===== src/rtl/core_pkg.sv =====
// Shared core definitions: datapath widths, ALU op / funct encodings and the
// packed control bundle carried between pipeline stages.
package core_pkg;

  localparam int unsigned XLEN       = 64;
  localparam int unsigned REG_ADDR_W = 5;
  localparam int unsigned ALU_OP_W   = 2;
  localparam int unsigned FUNCT_W    = 4;

  localparam logic [ALU_OP_W-1:0] ALU_OP_ADD   = 2'b00;
  localparam logic [ALU_OP_W-1:0] ALU_OP_SUB   = 2'b01;
  localparam logic [ALU_OP_W-1:0] ALU_OP_RTYPE = 2'b10;

  localparam logic [FUNCT_W-1:0] FUNCT_ADD = 4'b0000;
  localparam logic [FUNCT_W-1:0] FUNCT_SUB = 4'b1000;
  localparam logic [FUNCT_W-1:0] FUNCT_AND = 4'b0111;
  localparam logic [FUNCT_W-1:0] FUNCT_OR  = 4'b0110;

  typedef struct packed {
    logic                valid;
    logic                reg_write;
    logic                mem_to_reg;
    logic                mem_read;
    logic                mem_write;
    logic                branch;
    logic                alu_src;
    logic [ALU_OP_W-1:0] alu_op;
  } ctrl_t;

  localparam int unsigned CTRL_W = $bits(ctrl_t);

endpackage


===== src/rtl/pipe_field_reg.sv =====
// One pipeline field: W-bit register with sync active-low reset, clear
// (bubble insertion) and enable (cleared by a stall).
module pipe_field_reg #(
  parameter int unsigned W = 1
) (
  input  logic         clk,
  input  logic         reset,
  input  logic         clear,
  input  logic         en,
  input  logic [W-1:0] d,
  output logic [W-1:0] q
);

  // Priority: reset > clear > enable.
  always_ff @(posedge clk) begin
    if (!reset) begin
      q <= '0;
    end else if (clear) begin
      q <= '0;
    end else if (en) begin
      q <= d;
    end
  end

endmodule


===== src/rtl/id_ex_pipeline_reg.sv =====
// ID/EX pipeline register: one-cycle registered hand-off of decoded control,
// operands, immediate and register indices, with stall hold and flush bubbles.
module id_ex_pipeline_reg
  import core_pkg::*;
(
  input  logic                  clk,
  input  logic                  reset,
  input  logic                  id_valid,
  input  logic                  id_reg_write,
  input  logic                  id_mem_to_reg,
  input  logic                  id_mem_read,
  input  logic                  id_mem_write,
  input  logic                  id_branch,
  input  logic                  id_alu_src,
  input  logic [ALU_OP_W-1:0]   id_alu_op,
  input  logic [FUNCT_W-1:0]    id_funct,
  input  logic [XLEN-1:0]       id_pc,
  input  logic [XLEN-1:0]       id_rs1_data,
  input  logic [XLEN-1:0]       id_rs2_data,
  input  logic [XLEN-1:0]       id_imm,
  input  logic [REG_ADDR_W-1:0] id_rs1,
  input  logic [REG_ADDR_W-1:0] id_rs2,
  input  logic [REG_ADDR_W-1:0] id_rd,
  input  logic                  hold,
  input  logic                  flush,
  output logic                  ex_valid,
  output logic                  ex_reg_write,
  output logic                  ex_mem_to_reg,
  output logic                  ex_mem_read,
  output logic                  ex_mem_write,
  output logic                  ex_branch,
  output logic                  ex_alu_src,
  output logic [ALU_OP_W-1:0]   ex_alu_op,
  output logic [FUNCT_W-1:0]    ex_funct,
  output logic [XLEN-1:0]       ex_pc,
  output logic [XLEN-1:0]       ex_rs1_data,
  output logic [XLEN-1:0]       ex_rs2_data,
  output logic [XLEN-1:0]       ex_imm,
  output logic [REG_ADDR_W-1:0] ex_rs1,
  output logic [REG_ADDR_W-1:0] ex_rs2,
  output logic [REG_ADDR_W-1:0] ex_rd
);

  ctrl_t ctrl_d;
  ctrl_t ctrl_q;
  logic  en;

  assign en = ~hold;

  // An invalid ID slot enters EX as a bubble so it can have no side effects.
  always_comb begin
    ctrl_d = '0;
    if (id_valid) begin
      ctrl_d.valid      = 1'b1;
      ctrl_d.reg_write  = id_reg_write;
      ctrl_d.mem_to_reg = id_mem_to_reg;
      ctrl_d.mem_read   = id_mem_read;
      ctrl_d.mem_write  = id_mem_write;
      ctrl_d.branch     = id_branch;
      ctrl_d.alu_src    = id_alu_src;
      ctrl_d.alu_op     = id_alu_op;
    end
  end

  pipe_field_reg #(.W(CTRL_W)) u_ctrl (
    .clk(clk), .reset(reset), .clear(flush), .en(en), .d(ctrl_d), .q(ctrl_q)
  );

  pipe_field_reg #(.W(FUNCT_W)) u_funct (
    .clk(clk), .reset(reset), .clear(flush), .en(en), .d(id_funct), .q(ex_funct)
  );

  pipe_field_reg #(.W(XLEN)) u_pc (
    .clk(clk), .reset(reset), .clear(flush), .en(en), .d(id_pc), .q(ex_pc)
  );

  pipe_field_reg #(.W(XLEN)) u_rs1_data (
    .clk(clk), .reset(reset), .clear(flush), .en(en), .d(id_rs1_data), .q(ex_rs1_data)
  );

  pipe_field_reg #(.W(XLEN)) u_rs2_data (
    .clk(clk), .reset(reset), .clear(flush), .en(en), .d(id_rs2_data), .q(ex_rs2_data)
  );

  pipe_field_reg #(.W(XLEN)) u_imm (
    .clk(clk), .reset(reset), .clear(flush), .en(en), .d(id_imm), .q(ex_imm)
  );

  pipe_field_reg #(.W(REG_ADDR_W)) u_rs1 (
    .clk(clk), .reset(reset), .clear(flush), .en(en), .d(id_rs1), .q(ex_rs1)
  );

  pipe_field_reg #(.W(REG_ADDR_W)) u_rs2 (
    .clk(clk), .reset(reset), .clear(flush), .en(en), .d(id_rs2), .q(ex_rs2)
  );

  pipe_field_reg #(.W(REG_ADDR_W)) u_rd (
    .clk(clk), .reset(reset), .clear(flush), .en(en), .d(id_rd), .q(ex_rd)
  );

  assign ex_valid      = ctrl_q.valid;
  assign ex_reg_write  = ctrl_q.reg_write;
  assign ex_mem_to_reg = ctrl_q.mem_to_reg;
  assign ex_mem_read   = ctrl_q.mem_read;
  assign ex_mem_write  = ctrl_q.mem_write;
  assign ex_branch     = ctrl_q.branch;
  assign ex_alu_src    = ctrl_q.alu_src;
  assign ex_alu_op     = ctrl_q.alu_op;

endmodule


===== config.mk =====
export PLATFORM = sky130hd
export DESIGN_NAME = id_ex_pipeline_reg
export DESIGN_NICKNAME = d
export VERILOG_FILES = /design/src/rtl/core_pkg.sv /design/src/rtl/pipe_field_reg.sv /design/src/rtl/id_ex_pipeline_reg.sv
export SDC_FILE = /design/constraint.sdc
export NUM_CORES = 1
export LEC_CHECK = 0
export CORE_AREA = 2 2 224 226
export CTS_BUF_LIST = sky130_fd_sc_hd__clkbuf_4 sky130_fd_sc_hd__clkbuf_8
export CTS_CLUSTER_DIAMETER = 80
export DETAILED_ROUTE_END_ITERATION = 8
export DIE_AREA = 0 0 226 228
export PLACE_DENSITY = 0.53
export SLEW_MARGIN = 10
export SYNTH_ARGS = -nofsm -noshare
export SYNTH_HDL_FRONTEND = slang
export SYNTH_SLANG_ARGS = --single-unit
export TNS_END_PERCENT = 50

===== constraint.sdc =====
create_clock -name clk -period 0.92 [get_ports clk]
set_clock_uncertainty 0.05 [all_clocks]
set_input_delay 0.184 -clock clk [delete_from_list [all_inputs] [get_ports clk]]
set_output_delay 0.184 -clock clk [all_outputs]
set_load 0.005 [all_outputs]

==> qor.txt, run 1 <==
Status: complete, but fails checks
Failing checks: negative setup slack
Largest family of logic cells by synthesized area: multiplexers
Fin util: 37.59%
Share of cells above drive strength 1: 46.93%
Bufs and invs on worst path: 1
Detailed Routing Iterations Pass 1: 4
Final Slew Violations: 0
Non-filler cells, final: 2301
Simple-gate share of the synthesized area: 10.98%
Clock latency on the worst-skew pair: 0.60 ns
CP top delay family: flip-flops
Global route overflow: 0
CP Data Required Time: 0.69 ns
DRC viols: 0
Global-route wire length before repair: 54.03 mm
Power density over the cells: 1578 nW/um^2
Post-Synth Adder-Cell Area: 0%
Compound-Gate Fraction of Synth Area: 0.3881%
Cell Chain, Critical Path: buf_6
Post-synthesis instance total: 927
Root Buffer: clkbuf_8
Final hold violation count: 0
Via count: 8951
CTS tree: yes
Fillers: 5012
XOR/XNOR share of the synthesized area: 0%
Unique masters post-synth: 13
Period utilization: 142.3%
Final Routed Wirelength: 35.91 mm
Clock Pin Slew Worst Setup and Hold Paths: 0.06 ns
Leading post-synthesis cells by cell area: dfxtp_1 (55%), mux2i_1 (27%), nor2_1 (10%)
Starting DRT DRC Count: 216
# clock sinks: 284
Post-Place Setup Slack: -0.5600 ns
Post-synthesis register bit count: 284
Core Area: 49350 um^2
Slew HR: 76.68%
Die area: 51530 um^2
Seq/Total Area, Yosys: 55.11%
Crit Path Class: flop to primary output
GRT Util Overall: 13.50%
Initial antenna violation count: 2
Via density: 3.890
Starting Density: 20.90%
Max cap viols: 0
Io pins: 572
Post-synthesis mux area share: 26.78%
Crit path DAT: 1.08 ns
RSZ-0062 raised after global routing: true
Worst-path fanout max: 2
RD Place Congestion: 0.7482
Vias in the first global route: 9341
Share of the synthesized area in the top cell type: 55.11%
Leak Pwr: 0.008487 uW
Die W: 226 um
Mapped cell area: 10320 um^2
Worst min-delay path class: primary input to flop
Routed wire per std cell: 15.61 um
Placed cell count: 2198
Min Tclk post-route: 1.309 ns
Setup crit start kind: flop
CTS Buffer Depth: 3
Die Span Y: 228 um
Setup ws final: -0.3892 ns
Number of I/O port buffers: 571
Syn. warnings: 0
Fmax: 0.7638 GHz
Cell Rows: 82
Most frequent cells in the layout: clkdlybuf4s50_1 (286), dfxtp_2 (282), mux2i_1 (276), nor2_1 (276), buf_6 (201)
Syn-to-layout area delta: 79.84%
Num CTS Buffers: 51
Commonest non-fill, non-tap cell in the layout: clkdlybuf4s50_1
CP endpoint kind: primary output
CTS H-tree depth: 2
Layout Nets: 1882
Max VDD drop: 0.0008835 V
Setup TNS: -98.44 ns
Critical-path top delay cell: dfxtp_4
Slew @ Worst Pin: 0.3498 ns
Final setup viols: 284
Hpwl dp: 27.36 mm
Max incr delay on CP: 0.36 ns
Post-synthesis average cell area: 11.13 um^2
Pin count of the biggest net entering global routing: 29
ANT nets after route: 0
Most area-hungry cell type in the Yosys netlist: dfxtp_1
Mapped Nets: 1215
## cells by family (layout without fill, tap and decap cells)
group	after synthesis	after routing
other	0	1
multiplexers	276	276
buffers and inverters	66	767
flip-flops	284	284
AND/OR/NAND/NOR	293	293
AO/OA/AOI/OAI	8	8
## tightest hold or removal path: cells and delay by family
| kind | cells | cell delay (ns) |
|---|---|---|
| and+or+nand+nor | 1 | 0.07 |
| buffers and inverters | 2 | 0.36 |
| muxes | 1 | 0.09 |
## sequential cells by signal, indices dropped and copies added, names as in the netlist
| name | flops |
|---|---|
| u_rs1.q | 5 |
| u_imm.q | 64 |
| u_rs2_data.q | 64 |
| u_funct.q | 4 |
| u_rd.q | 5 |
| u_pc.q | 64 |
| u_rs2.q | 5 |
| u_rs1_data.q | 64 |
| u_ctrl.q | 9 |
## Yosys cell counts
| master | count |
|---|---|
| mux2i_1 | 276 |
| dfxtp_1 | 284 |
| clkbuf_2 | 1 |
| a21oi_1 | 8 |
| nand2_1 | 8 |
| buf_6 | 2 |
| nor2_1 | 276 |
| nand2b_1 | 1 |
| buf_2 | 31 |
| clkbuf_1 | 2 |
| nand3b_1 | 8 |
| buf_8 | 19 |
| buf_12 | 11 |
## timing repair
action | CTS | global route
gates cloned | 0 | 0
endpoints found under the hold margin | 2 | 0
resized for setup | 1553 | 74
pin swaps | 0 | 1
setup buffers | 6 | 7
endpoints found under the setup margin | 284 | 317
hold buffers | 2 | 0
## worst paths after layout
path	startpoint	to	slack [ns]	cells after the start
min reg2reg	u_ctrl.q[2]	u_ctrl.q[2]	0.42	2
max	u_rs1_data.q[48]	ex_rs1_data[48]	-0.39	1
min	hold	u_imm.q[60]	0.09	4
max reg2reg	u_pc.q[35]	u_pc.q[35]	0.02	4
## where the power goes
part | switching [uW] | total [uW] | internal, uW | leakage, uW
sequential | 262 | 13000 | 12800 | 0.00244
combinational | 1360 | 3980 | 2610 | 0.00548
clock | 5220 | 12300 | 7040 | 0.000563
total | 6840 | 29300 | 22400 | 0.00849
## area by class of cell
type / count / area [um^2] / area share (%)
multi-input combinational: 577 / 3943 / 21.25
clock inverter: 3 / 21.27 / 0.1146
clock buffer: 84 / 1037 / 5.591
timing repair buffer: 680 / 6663 / 35.91
tap: 672 / 840.8 / 4.532
antenna: 1 / 2.502 / 0.01349
sequential: 284 / 6046 / 32.59
## metal layers
metal / track usage, % / share of wire (%) / up-vias
met5: 0 / 0.033 / -
met2: 23.79 / 49 / 363
met4: 4.884 / 2.5 / 2
met1: 14.33 / 38 / 4112
li1: - / - / 4412
met3: 5.564 / 10 / 62
## metrics by stage
stage	hold WS [ns]	instance area, um^2	total power, uW
3_5_place_dp	0.4048	17180	17240
4_1_cts	0.02273	18060	29740
3_3_place_gp	0.3943	17180	17210
2_1_floorplan	0.2779	10320	14720
6_report	0.09321	18550	29280
5_1_grt	0.06672	18550	30730
Power figures use the tool's default switching activity.
==> run 2: changes to the inputs <==
--- a/config.mk
+++ b/config.mk
@@ -5,13 +5,14 @@
 export SDC_FILE = /design/constraint.sdc
 export NUM_CORES = 1
 export LEC_CHECK = 0
-export CORE_AREA = 2 2 224 226
+export CORE_AREA = 2 2 223 225
 export CTS_BUF_LIST = sky130_fd_sc_hd__clkbuf_4 sky130_fd_sc_hd__clkbuf_8
 export CTS_CLUSTER_DIAMETER = 80
 export DETAILED_ROUTE_END_ITERATION = 8
-export DIE_AREA = 0 0 226 228
-export PLACE_DENSITY = 0.53
-export SLEW_MARGIN = 10
+export DIE_AREA = 0 0 225 227
+export DONT_BUFFER_PORTS = 1
+export PLACE_DENSITY = 0.36
+export SLEW_MARGIN = 25
 export SYNTH_ARGS = -nofsm -noshare
 export SYNTH_HDL_FRONTEND = slang
 export SYNTH_SLANG_ARGS = --single-unit
==> constraint.sdc (replaced) <==
create_clock -name clk -period 1.6 [get_ports clk]
set_clock_uncertainty 0.05 [all_clocks]
set_input_delay 0.32 -clock clk [delete_from_list [all_inputs] [get_ports clk]]
set_output_delay 0.32 -clock clk [all_outputs]
set_load 0.005 [all_outputs]
==> qor.txt, run 2 <==
Number of I/O port buffers: 0 (was 571)
CTS hold repair buffers: 318 (was 2)
Post-CTS setup buffers: 0 (was 6)
Cell Rows: 81 (was 82)
Mapped cell area: 10320 um^2 (unchanged)
# clock sinks: 284 (unchanged)
Share of the synthesized area in the top cell type: 55.11% (unchanged)
Syn. warnings: 0 (unchanged)
Num CTS Buffers: 49 (was 51)
Post-synthesis instance total: 927 (unchanged)
CTS Buffer Depth: 3 (unchanged)
Status: did not finish (was complete, but fails checks)
EDFF count, synth: 0 (unchanged)
Post-synthesis register bit count: 284 (unchanged)
Ys flop type: dfxtp_1 (unchanged)
Most area-hungry cell type in the Yosys netlist: dfxtp_1 (unchanged)
Leading post-synthesis cells by cell area: dfxtp_1 (55%), mux2i_1 (27%), nor2_1 (10%) (unchanged)
Root Buffer: clkbuf_8 (unchanged)
Halt Stage: 4_1_cts
Post-synthesis average cell area: 11.13 um^2 (unchanged)
Mapped Nets: 1215 (unchanged)
Error msg: [ERROR RSZ-0060] Max buffer count reached.
RD Place Congestion: 0.7488 (was 0.7482)
Synth top cells by count: dfxtp_1 (284), mux2i_1 (276), nor2_1 (276), buf_2 (31), buf_8 (19) (unchanged)
Io pins: 572 (unchanged)
Unique masters post-synth: 13 (unchanged)
CTS H-tree depth: 2 (unchanged)
Seq/Total Area, Yosys: 55.11% (unchanged)
Post-synth ARST share: 0% (unchanged)
CTS resizes: 0 (was 1553)
Starting Density: 21.25% (was 20.90%)
Die Span Y: 227 um (was 228 um)
Die W: 225 um (was 226 um)
Most common cell in the netlist: dfxtp_1 (unchanged)
Hpwl dp: 20.44 mm (was 27.36 mm)
## run 2: kinds of logic after synthesis
group	share of synthesized area, %
simple gates	10.98
flops	55.11
mux	26.78
buf+inv	6.743
compound gates	0.3881
## run 2: stage by stage
stage	cells	utilization, %	area, um^2	setup slack [ns]
after floorplan	927	-	10320	0.4813
after global placement	1498	21.80	10580	0.3834
after detailed placement	1498	21.80	10580	0.3634
==> run 3: changes to the inputs <==
--- a/config.mk
+++ b/config.mk
@@ -5,13 +5,11 @@
 export SDC_FILE = /design/constraint.sdc
 export NUM_CORES = 1
 export LEC_CHECK = 0
-export CORE_AREA = 2 2 223 225
-export CTS_BUF_LIST = sky130_fd_sc_hd__clkbuf_4 sky130_fd_sc_hd__clkbuf_8
-export CTS_CLUSTER_DIAMETER = 80
+export CORE_AREA = 2 2 219 221
 export DETAILED_ROUTE_END_ITERATION = 8
-export DIE_AREA = 0 0 225 227
+export DIE_AREA = 0 0 221 223
 export DONT_BUFFER_PORTS = 1
-export PLACE_DENSITY = 0.36
+export PLACE_DENSITY_LB_ADDON = 0.15
 export SLEW_MARGIN = 25
 export SYNTH_ARGS = -nofsm -noshare
 export SYNTH_HDL_FRONTEND = slang
==> qor.txt, run 3 <==
Hpwl dp: 20.49 mm (was 20.44 mm)
Io pins: 572 (unchanged)
Num CTS Buffers: 34 (was 49)
Number of I/O port buffers: 0 (unchanged)
Die W: 221 um (was 225 um)
Mapped Nets: 1215 (unchanged)
Post-synthesis instance total: 927 (unchanged)
CTS Buffer Depth: 3 (unchanged)
Halt Stage: 4_1_cts (unchanged)
RD Place Congestion: 0.7349 (was 0.7488)
Error msg: [ERROR RSZ-0060] Max buffer count reached. (unchanged)
Unique masters post-synth: 13 (unchanged)
Mapped cell area: 10320 um^2 (unchanged)
CTS resizes: 0 (unchanged)
Syn. warnings: 0 (unchanged)
Root Buffer: clkbuf_16 (was clkbuf_8)
Post-synth ARST share: 0% (unchanged)
# clock sinks: 284 (unchanged)
Cell Rows: 80 (was 81)
Leading post-synthesis cells by cell area: dfxtp_1 (55%), mux2i_1 (27%), nor2_1 (10%) (unchanged)
Most common cell in the netlist: dfxtp_1 (unchanged)
EDFF count, synth: 0 (unchanged)
CTS H-tree depth: 2 (unchanged)
Most area-hungry cell type in the Yosys netlist: dfxtp_1 (unchanged)
CTS hold repair buffers: 311 (was 318)
Synth top cells by count: dfxtp_1 (284), mux2i_1 (276), nor2_1 (276), buf_2 (31), buf_8 (19) (unchanged)
Status: did not finish (unchanged)
Post-CTS setup buffers: 0 (unchanged)
Share of the synthesized area in the top cell type: 55.11% (unchanged)
Die Span Y: 223 um (was 227 um)
Starting Density: 21.88% (was 21.25%)
Post-synthesis register bit count: 284 (unchanged)
Seq/Total Area, Yosys: 55.11% (unchanged)
Ys flop type: dfxtp_1 (unchanged)
Post-synthesis average cell area: 11.13 um^2 (unchanged)
==> run 3: cell counts after synthesis <==
No cell type changed its count.
==> run 3: cells by family after synthesis <==
family,after synthesis,synth area share (%)
buffers and inverters,66,6.743
muxes,276,26.78
DFF,284,55.11
and+or+nand+nor,293,10.98
AOI/OAI and AO/OA,8,0.3881
==> run 3: per-stage QoR <==
stage          area [um^2]  util (%)  cells  hold slack (ns)  setup WS [ns]
2_1_floorplan        10320         -    927           0.3983         0.4813
3_3_place_gp         10570     22.42   1489           0.4152         0.3918
3_5_place_dp         10570     22.42   1489           0.4237         0.3679
